`config.mk`:
```
export PLATFORM = sky130hd
export DESIGN_NAME = charmap_blitter
export DESIGN_NICKNAME = d
export VERILOG_FILES = /design/src/rtl/charmap_pkg.sv /design/src/rtl/charmap_cell_walker.sv /design/src/rtl/charmap_blitter.sv
export SDC_FILE = /design/constraint.sdc
export NUM_CORES = 1
export LEC_CHECK = 0
export BUFFER_PORTS_ARGS = -buffer_cell sky130_fd_sc_hd__buf_4
export CAP_MARGIN = 20
export CORE_MARGIN = 3
export CORE_UTILIZATION = 48
export DETAILED_ROUTE_END_ITERATION = 8
export PLACE_DENSITY = 0.81
export SYNTH_ARGS = -nofsm -noshare
export SYNTH_HDL_FRONTEND = slang
export SYNTH_SLANG_ARGS = --single-unit
```
`constraint.sdc`:
```
create_clock -name clk -period 2 [get_ports clk]
set_input_delay 0.1 -clock clk [delete_from_list [all_inputs] [get_ports clk]]
set_output_delay 0.1 -clock clk [all_outputs]
set_load 0.05 [all_outputs]
```
`src/rtl/charmap_pkg.sv`:
```
// charmap_pkg: shared op codes, FSM states and address helpers for the char-map blitter
package charmap_pkg;
    localparam int CHRAM_AW = 12;
    localparam int COORD_W = 6;
    typedef enum logic [1:0] {OP_NOP, OP_FILL, OP_SCROLL, OP_RSVD} op_e;
    typedef enum logic [2:0] {ST_IDLE, ST_FILL, ST_SCROLL_COPY, ST_SCROLL_BLANK, ST_DONE} state_e;
    function automatic logic [CHRAM_AW-1:0] cell_addr(input logic [COORD_W-1:0] x, input logic [COORD_W-1:0] y);
        return {y, x};
    endfunction
endpackage

```
`src/rtl/charmap_cell_walker.sv`:
```
// charmap_cell_walker: x-fastest cell counter over a COLS x ROWS window with a fixed row offset
module charmap_cell_walker
    import charmap_pkg::*;
#(
    parameter int COLS = 40,
    parameter int ROWS = 30,
    parameter int YOFF = 0
) (
    input  logic               clk,
    input  logic               reset,
    input  logic               start,
    input  logic               step,
    output logic [COORD_W-1:0] x,
    output logic [COORD_W-1:0] y,
    output logic               last
);
    logic [COORD_W-1:0] x_q, x_d, y_q, y_d;
    logic x_end, y_end;
    always_comb begin
        x_end = x_q == COORD_W'(COLS - 1);
        y_end = y_q == COORD_W'(ROWS - 1);
        x_d = start ? '0 : !step ? x_q : x_end ? '0 : x_q + COORD_W'(1);
        y_d = start ? '0 : !(step && x_end) ? y_q : y_end ? '0 : y_q + COORD_W'(1);
        last = x_end && y_end;
        x = x_q;
        y = y_q + COORD_W'(YOFF);
    end
    always_ff @(posedge clk) begin
        if (reset) begin
            x_q <= '0;
            y_q <= '0;
        end else begin
            x_q <= x_d;
            y_q <= y_d;
        end
    end
endmodule

```
`src/rtl/charmap_blitter.sv`:
```
// charmap_blitter: FILL / SCROLL_UP engine writing the char, fg and bg RAMs one cell per clock
module charmap_blitter
    import charmap_pkg::*;
#(
    parameter int COLS = 40,
    parameter int ROWS = 30
) (
    input  logic                clk,
    input  logic                reset,
    input  logic                cmd_valid,
    output logic                cmd_ready,
    input  logic [1:0]          cmd_op,
    input  logic [7:0]          cmd_char,
    input  logic [7:0]          cmd_fg,
    input  logic [7:0]          cmd_bg,
    output logic                busy,
    output logic                done,
    output logic [CHRAM_AW-1:0] chram_rd_addr,
    input  logic [7:0]          chmap_rd_data,
    input  logic [7:0]          fgcolram_rd_data,
    input  logic [7:0]          bgcolram_rd_data,
    output logic                chram_wr,
    output logic [CHRAM_AW-1:0] chram_wr_addr,
    output logic [7:0]          chmap_data_in,
    output logic [7:0]          fgcolram_data_in,
    output logic [7:0]          bgcolram_data_in
);
    state_e state_q, state_d;
    logic [7:0] char_q, char_d, fg_q, fg_d, bg_q, bg_d;
    logic pipe_q, pipe_d;
    logic accept, rd_step, rd_last, wr_last;
    logic [COORD_W-1:0] rx, ry, wx, wy;

    // Read walker runs one row below the write walker over the first ROWS-1 rows
    charmap_cell_walker #(.COLS(COLS), .ROWS(ROWS - 1), .YOFF(1)) u_rd_walk (
        .clk(clk), .reset(reset), .start(accept), .step(rd_step), .x(rx), .y(ry), .last(rd_last)
    );
    charmap_cell_walker #(.COLS(COLS), .ROWS(ROWS), .YOFF(0)) u_wr_walk (
        .clk(clk), .reset(reset), .start(accept), .step(chram_wr), .x(wx), .y(wy), .last(wr_last)
    );

    always_ff @(posedge clk) begin
        if (reset) begin
            state_q <= ST_IDLE;
            char_q <= '0;
            fg_q <= '0;
            bg_q <= '0;
            pipe_q <= 1'b0;
        end else begin
            state_q <= state_d;
            char_q <= char_d;
            fg_q <= fg_d;
            bg_q <= bg_d;
            pipe_q <= pipe_d;
        end
    end

    always_comb begin
        state_d = state_q;
        case (state_q)
            ST_IDLE:         if (cmd_valid) state_d = cmd_op == OP_FILL ? ST_FILL : cmd_op == OP_SCROLL ? ST_SCROLL_COPY : ST_DONE;
            ST_FILL:         if (wr_last) state_d = ST_DONE;
            ST_SCROLL_COPY:  if (rd_last) state_d = ST_SCROLL_BLANK;
            ST_SCROLL_BLANK: if (wr_last) state_d = ST_DONE;
            default:         state_d = ST_IDLE;
        endcase
    end

    // A pending copy write (pipe_q) takes priority over blank-row fill in SCROLL_BLANK
    always_comb begin
        cmd_ready = state_q == ST_IDLE;
        accept = cmd_valid && cmd_ready;
        busy = state_q != ST_IDLE;
        done = state_q == ST_DONE;
        rd_step = state_q == ST_SCROLL_COPY;
        pipe_d = rd_step;
        char_d = accept ? cmd_char : char_q;
        fg_d = accept ? cmd_fg : fg_q;
        bg_d = accept ? cmd_bg : bg_q;
        chram_wr = state_q == ST_FILL || state_q == ST_SCROLL_BLANK || pipe_q;
        chram_rd_addr = rd_step ? cell_addr(rx, ry) : '0;
        chram_wr_addr = cell_addr(wx, wy);
        chmap_data_in = !chram_wr ? '0 : pipe_q ? chmap_rd_data : char_q;
        fgcolram_data_in = !chram_wr ? '0 : pipe_q ? fgcolram_rd_data : fg_q;
        bgcolram_data_in = !chram_wr ? '0 : pipe_q ? bgcolram_rd_data : bg_q;
    end
endmodule

```
==> impl.org <==
** Critical path
- Worst setup slack for register-to-register paths :: 230 ps
- Setup crit start kind :: flip-flop
- The worst register-to-register path ends at u_rd_walk.y_q[4]$_SDFFE_PP0P_.
- Crit Path Class :: reg2out
- Reg2Reg Depth :: 5
- In this run the critical register-to-register path is launched from u_rd_walk.x[0]$_SDFFE_PP0P_.
- Arrival @ worst endpoint :: 1780 ps
- STA classifies the critical path endpoint as a primary output.
- Critical Path RT :: 1900 ps
- Largest driver fanout on the critical path :: 12

** CTS
- CTS built an H-tree with a depth of 2.
- Clock transition at the register clock pins on the worst setup and hold paths after CTS :: 80 ps
- CTS max path bufs :: 2
- In this run, CTS created clock tree buffers numbering 5.
- Buffers inserted to repair hold after CTS numbered 0.
- Clock net sink count :: 52
- Clock tree from TritonCTS :: yes
- Clock tree synthesis selected as its root buffer the cell sky130_fd_sc_hd__clkbuf_8.
- Clk Latency, worst-skew pair :: 300 ps

** Final layout
- The net count of the finished layout is 480.
- Cell area after layout :: 3540 sq um
- The post-route netlist has 31.3% of its cells at a drive strength greater than 1.
- Compared with the post-synthesis result, the final layout area differs by 34.7%.
- ANT cells :: 0

** GRT
- The first global-routing pass estimated 10400 um of wire.
- The initial antenna violation count was 0.
- The via count of the first global-routing pass is 2293.
- Largest net degree at the start of global routing :: 29
- Grt total ovfl :: 0
- Across every metal layer, demand over resource in global routing totals 20.3%.

** Timing
- Summed over all failing endpoints, the final setup total negative slack is 0 ps.
- Share of the clock period used by the worst path after layout :: 94.0%
- Static timing analysis puts the maximum clock frequency at 0.532 GHz.
- Final period demand of the worst path :: 1880 ps
- Between clock sinks in the finished design, the worst skew comes to 9.12 ps.
- At the pin with the least slew margin, the transition time is 544 ps.
- Setup repair after global routing left no endpoint under its margin.
- Pins Over Slew Limit :: 0
- Final count of hold timing violations :: 0
- Worst slew margin :: 63.3%
- Setup violations remaining at the end of the flow were counted as 0.

** Placement
- Post-detailed-placement cell area :: 3450 sq um
- Detailed placement finished with a half-perimeter wire length of 5010 um.
- The congestion estimate from routability-driven global placement came to 0.791.
- During placement, the flow inserted port buffers numbering 104.

** Synthesis
- sky130_fd_sc_hd__nand2_1 is the most common cell in the netlist.
- Number of distinct library cells after synthesis :: 43
- Counting flops and latches in the post-synthesis netlist gives 52.
- For this run, the number of Yosys warnings is 0.
- The synthesized design devotes to its leading area cell type 39.6% of total area.
- When the netlist entered floorplanning its net count stood at 384.
- Yosys attributes the largest share of cell area to sky130_fd_sc_hd__dfxtp_1 40%, sky130_fd_sc_hd__nand2_1 9.3%, sky130_fd_sc_hd__a22o_1 8.0%.
- Proportion of synthesized chip area in sequential cells :: 39.6%
- Most frequently used flop master after synthesis :: sky130_fd_sc_hd__dfxtp_1
- Counting instances in the post-synthesis netlist gives the leading cell types as 65 x sky130_fd_sc_hd__nand2_1, 52 x sky130_fd_sc_hd__dfxtp_1, 37 x sky130_fd_sc_hd__a21oi_1.
- After synthesis, the share of flip-flops with an asynchronous set or reset is 0%.
- Dividing the synthesized area by the synthesized cell count gives 8.14 sq um.
- Number of enable flip-flop cells after synthesis :: 0
- Counting every instance in the synthesized netlist gives 323.
- Cell area after synthesis :: 2630 sq um
- Biggest area consumer among synthesized cells :: sky130_fd_sc_hd__dfxtp_1

** Die
- Measured along the x axis, the die boundary spans 80.0 um.
- The initial utilization of the core area, before any placement, comes to 50.5%.
- The floorplan step defined a core boundary enclosing 5200 sq um.
- IO Count :: 105
- Overall die area :: 6400 sq um
- Die Height :: 80.0 um
- Placement Rows :: 26

** Pwr
- For this design the ratio of total power to cell area is 605 nW/um^2.
- VDD sags by at most 0.000465 V.
- Switching fraction of total power :: 29.7%
- Clock network fraction of design power :: 25.9%
- The design draws 2140 uW.
- Internal power :: 1510 uW
- Sequential share of power :: 52.2%
- For this design the total switching power over the nets is 636 uW.
- Combinational cell fraction of total power :: 21.9%
- The analysis attributes to cell leakage a power of 0.00157 uW.

** Route
- The count of nets left with antenna violations once routing finished came out at 0.
- The first routing iteration left 152 violations.
- The final layout contains routed wiring with a total length of 6740 um.
- # DRC :: 0
- Post-detailed-route via-to-cell ratio :: 5.25
- Across all layers, the routed design uses 2566 vias.
- Detailed-route wire length per cell :: 13.8 um
- Before antenna repair, the detailed router went through 4 iterations.

** Hold path
- In this run the worst hold path is classified as in2reg.
- Hold endpoint :: bg_q[1]$_SDFFE_PP0P_
- Startpoint of the tightest hold check path :: cmd_bg[1]
- The worst hold path was traced through 3 stages.

** Run
- Max-Cap Viols :: 0

** Status
- Outcome :: complete, no violations
[placed cells by master, fill, tap and decap left out, types with 2 or more instances in the layout]
cell	count
sky130_fd_sc_hd__nand3_1	10
sky130_fd_sc_hd__xor2_1	12
sky130_fd_sc_hd__ha_1	8
sky130_fd_sc_hd__and3_1	3
sky130_fd_sc_hd__clkbuf_8	5
sky130_fd_sc_hd__nor3_1	2
sky130_fd_sc_hd__dfxtp_1	50
sky130_fd_sc_hd__and2_1	8
sky130_fd_sc_hd__a22o_1	24
sky130_fd_sc_hd__a21oi_1	37
sky130_fd_sc_hd__o2111ai_1	2
sky130_fd_sc_hd__nor2_1	21
sky130_fd_sc_hd__buf_4	111
sky130_fd_sc_hd__nand4_1	4
sky130_fd_sc_hd__o21ai_0	10
sky130_fd_sc_hd__nand2_1	65
sky130_fd_sc_hd__or3_1	8
sky130_fd_sc_hd__and4bb_2	2
sky130_fd_sc_hd__inv_1	7
sky130_fd_sc_hd__and4_1	2
sky130_fd_sc_hd__or2_0	2
[worst max-delay path, cell delays in order, from the launching register on]
cell and delay, ps:
sky130_fd_sc_hd__dfxtp_4 420, sky130_fd_sc_hd__nor2b_1 140, sky130_fd_sc_hd__buf_4 160, sky130_fd_sc_hd__nor2b_2 210, sky130_fd_sc_hd__buf_4 220, sky130_fd_sc_hd__a22o_1 150
sky130_fd_sc_hd__buf_4 190
[kinds of logic (layout without fill, tap and decap cells)]
logic type      count (synthesis)  in the layout  share of synthesized area, %
xor+xnor                       13             13                          4.33
fa+ha+maj                       8              8                          3.81
flops                          52             52                          39.6
compound gates                 84             84                          21.4
buf+inv                        30            126                          5.47
simple gates                  136            136                          25.4
[flip-flops by register name, summed over array words and instances (netlist names)]
name / cells
state_q: 3
u_rd_walk.y_q: 6
u_rd_walk.x: 6
u_wr_walk.y_q: 6
fg_q: 8
pipe_q: 1
char_q: 8
bg_q: 8
u_wr_walk.x: 6
[power by group through the flow]
stage | clock [uW] | sequential, uW | combinational (uW)
after detailed placement | 0 | 1140 | 463
after global routing | 615 | 1120 | 509
after floorplan | 0 | 1130 | 299
after global placement | 0 | 1140 | 456
final | 556 | 1120 | 470
after CTS | 573 | 1120 | 464
[final cells by class]
type	count	area (sq um)
clock buffer	6	72.6
sequential	52	1050
fill	453	1660
inverter	7	26.3
timing repair buffer	112	845
clock inverter	1	5.00
multi-input combinational	241	1460
tap	70	87.6
[how the worst max path moves through the flow]
| stage | from | endpoint | slack (ps) | cells after the start |
|---|---|---|---|---|
| after global routing | state_q[0]$_SDFFE_PP0P_ | fgcolram_data_in[6] | 20 | 6 |
| after floorplan | state_q[0]$_SDFFE_PP0P_ | bg_q[7]$_SDFFE_PP0P_ | 90 | 6 |
| final | state_q[0]$_SDFFE_PP0P_ | chmap_data_in[0] | 120 | 6 |
| after CTS | state_q[2]$_SDFFE_PP0P_ | fgcolram_data_in[4] | 30 | 6 |
| after global placement | state_q[0]$_SDFFE_PP0P_ | bgcolram_data_in[5] | 310 | 6 |
| after detailed placement | u_rd_walk.x[0]$_SDFFE_PP0P_ | u_rd_walk.y_q[4]$_SDFFE_PP0P_ | 260 | 5 |
[routing by layer]
layer  vias up  share of wire [%]  GRT usage (%)
li1       1314                  -              -
met1      1177                 43           24.8
met2        68                 51           36.2
met3         7                5.5           4.74
met4         0               0.68           4.22
met5         -                  0              0
[what timing repair did]
action / 4_1_cts / 5_1_grt
endpoints found under the setup margin: 24 / 24
resized for setup: 1 / 6
gates cloned: 0 / 1
buffers inserted: 0 / 0
[through the flow]
step	utilization (%)	hold WS, ps	worst slack, ps	cells
5_1_grt	68.1	38.6	16.3	489
6_report	68.1	48.3	119	489
2_1_floorplan	-	236	92.0	323
4_1_cts	67.7	39.7	28.2	488
3_5_place_dp	66.2	356	265	481
3_3_place_gp	66.2	347	306	481
Power figures use the tool's default switching activity.
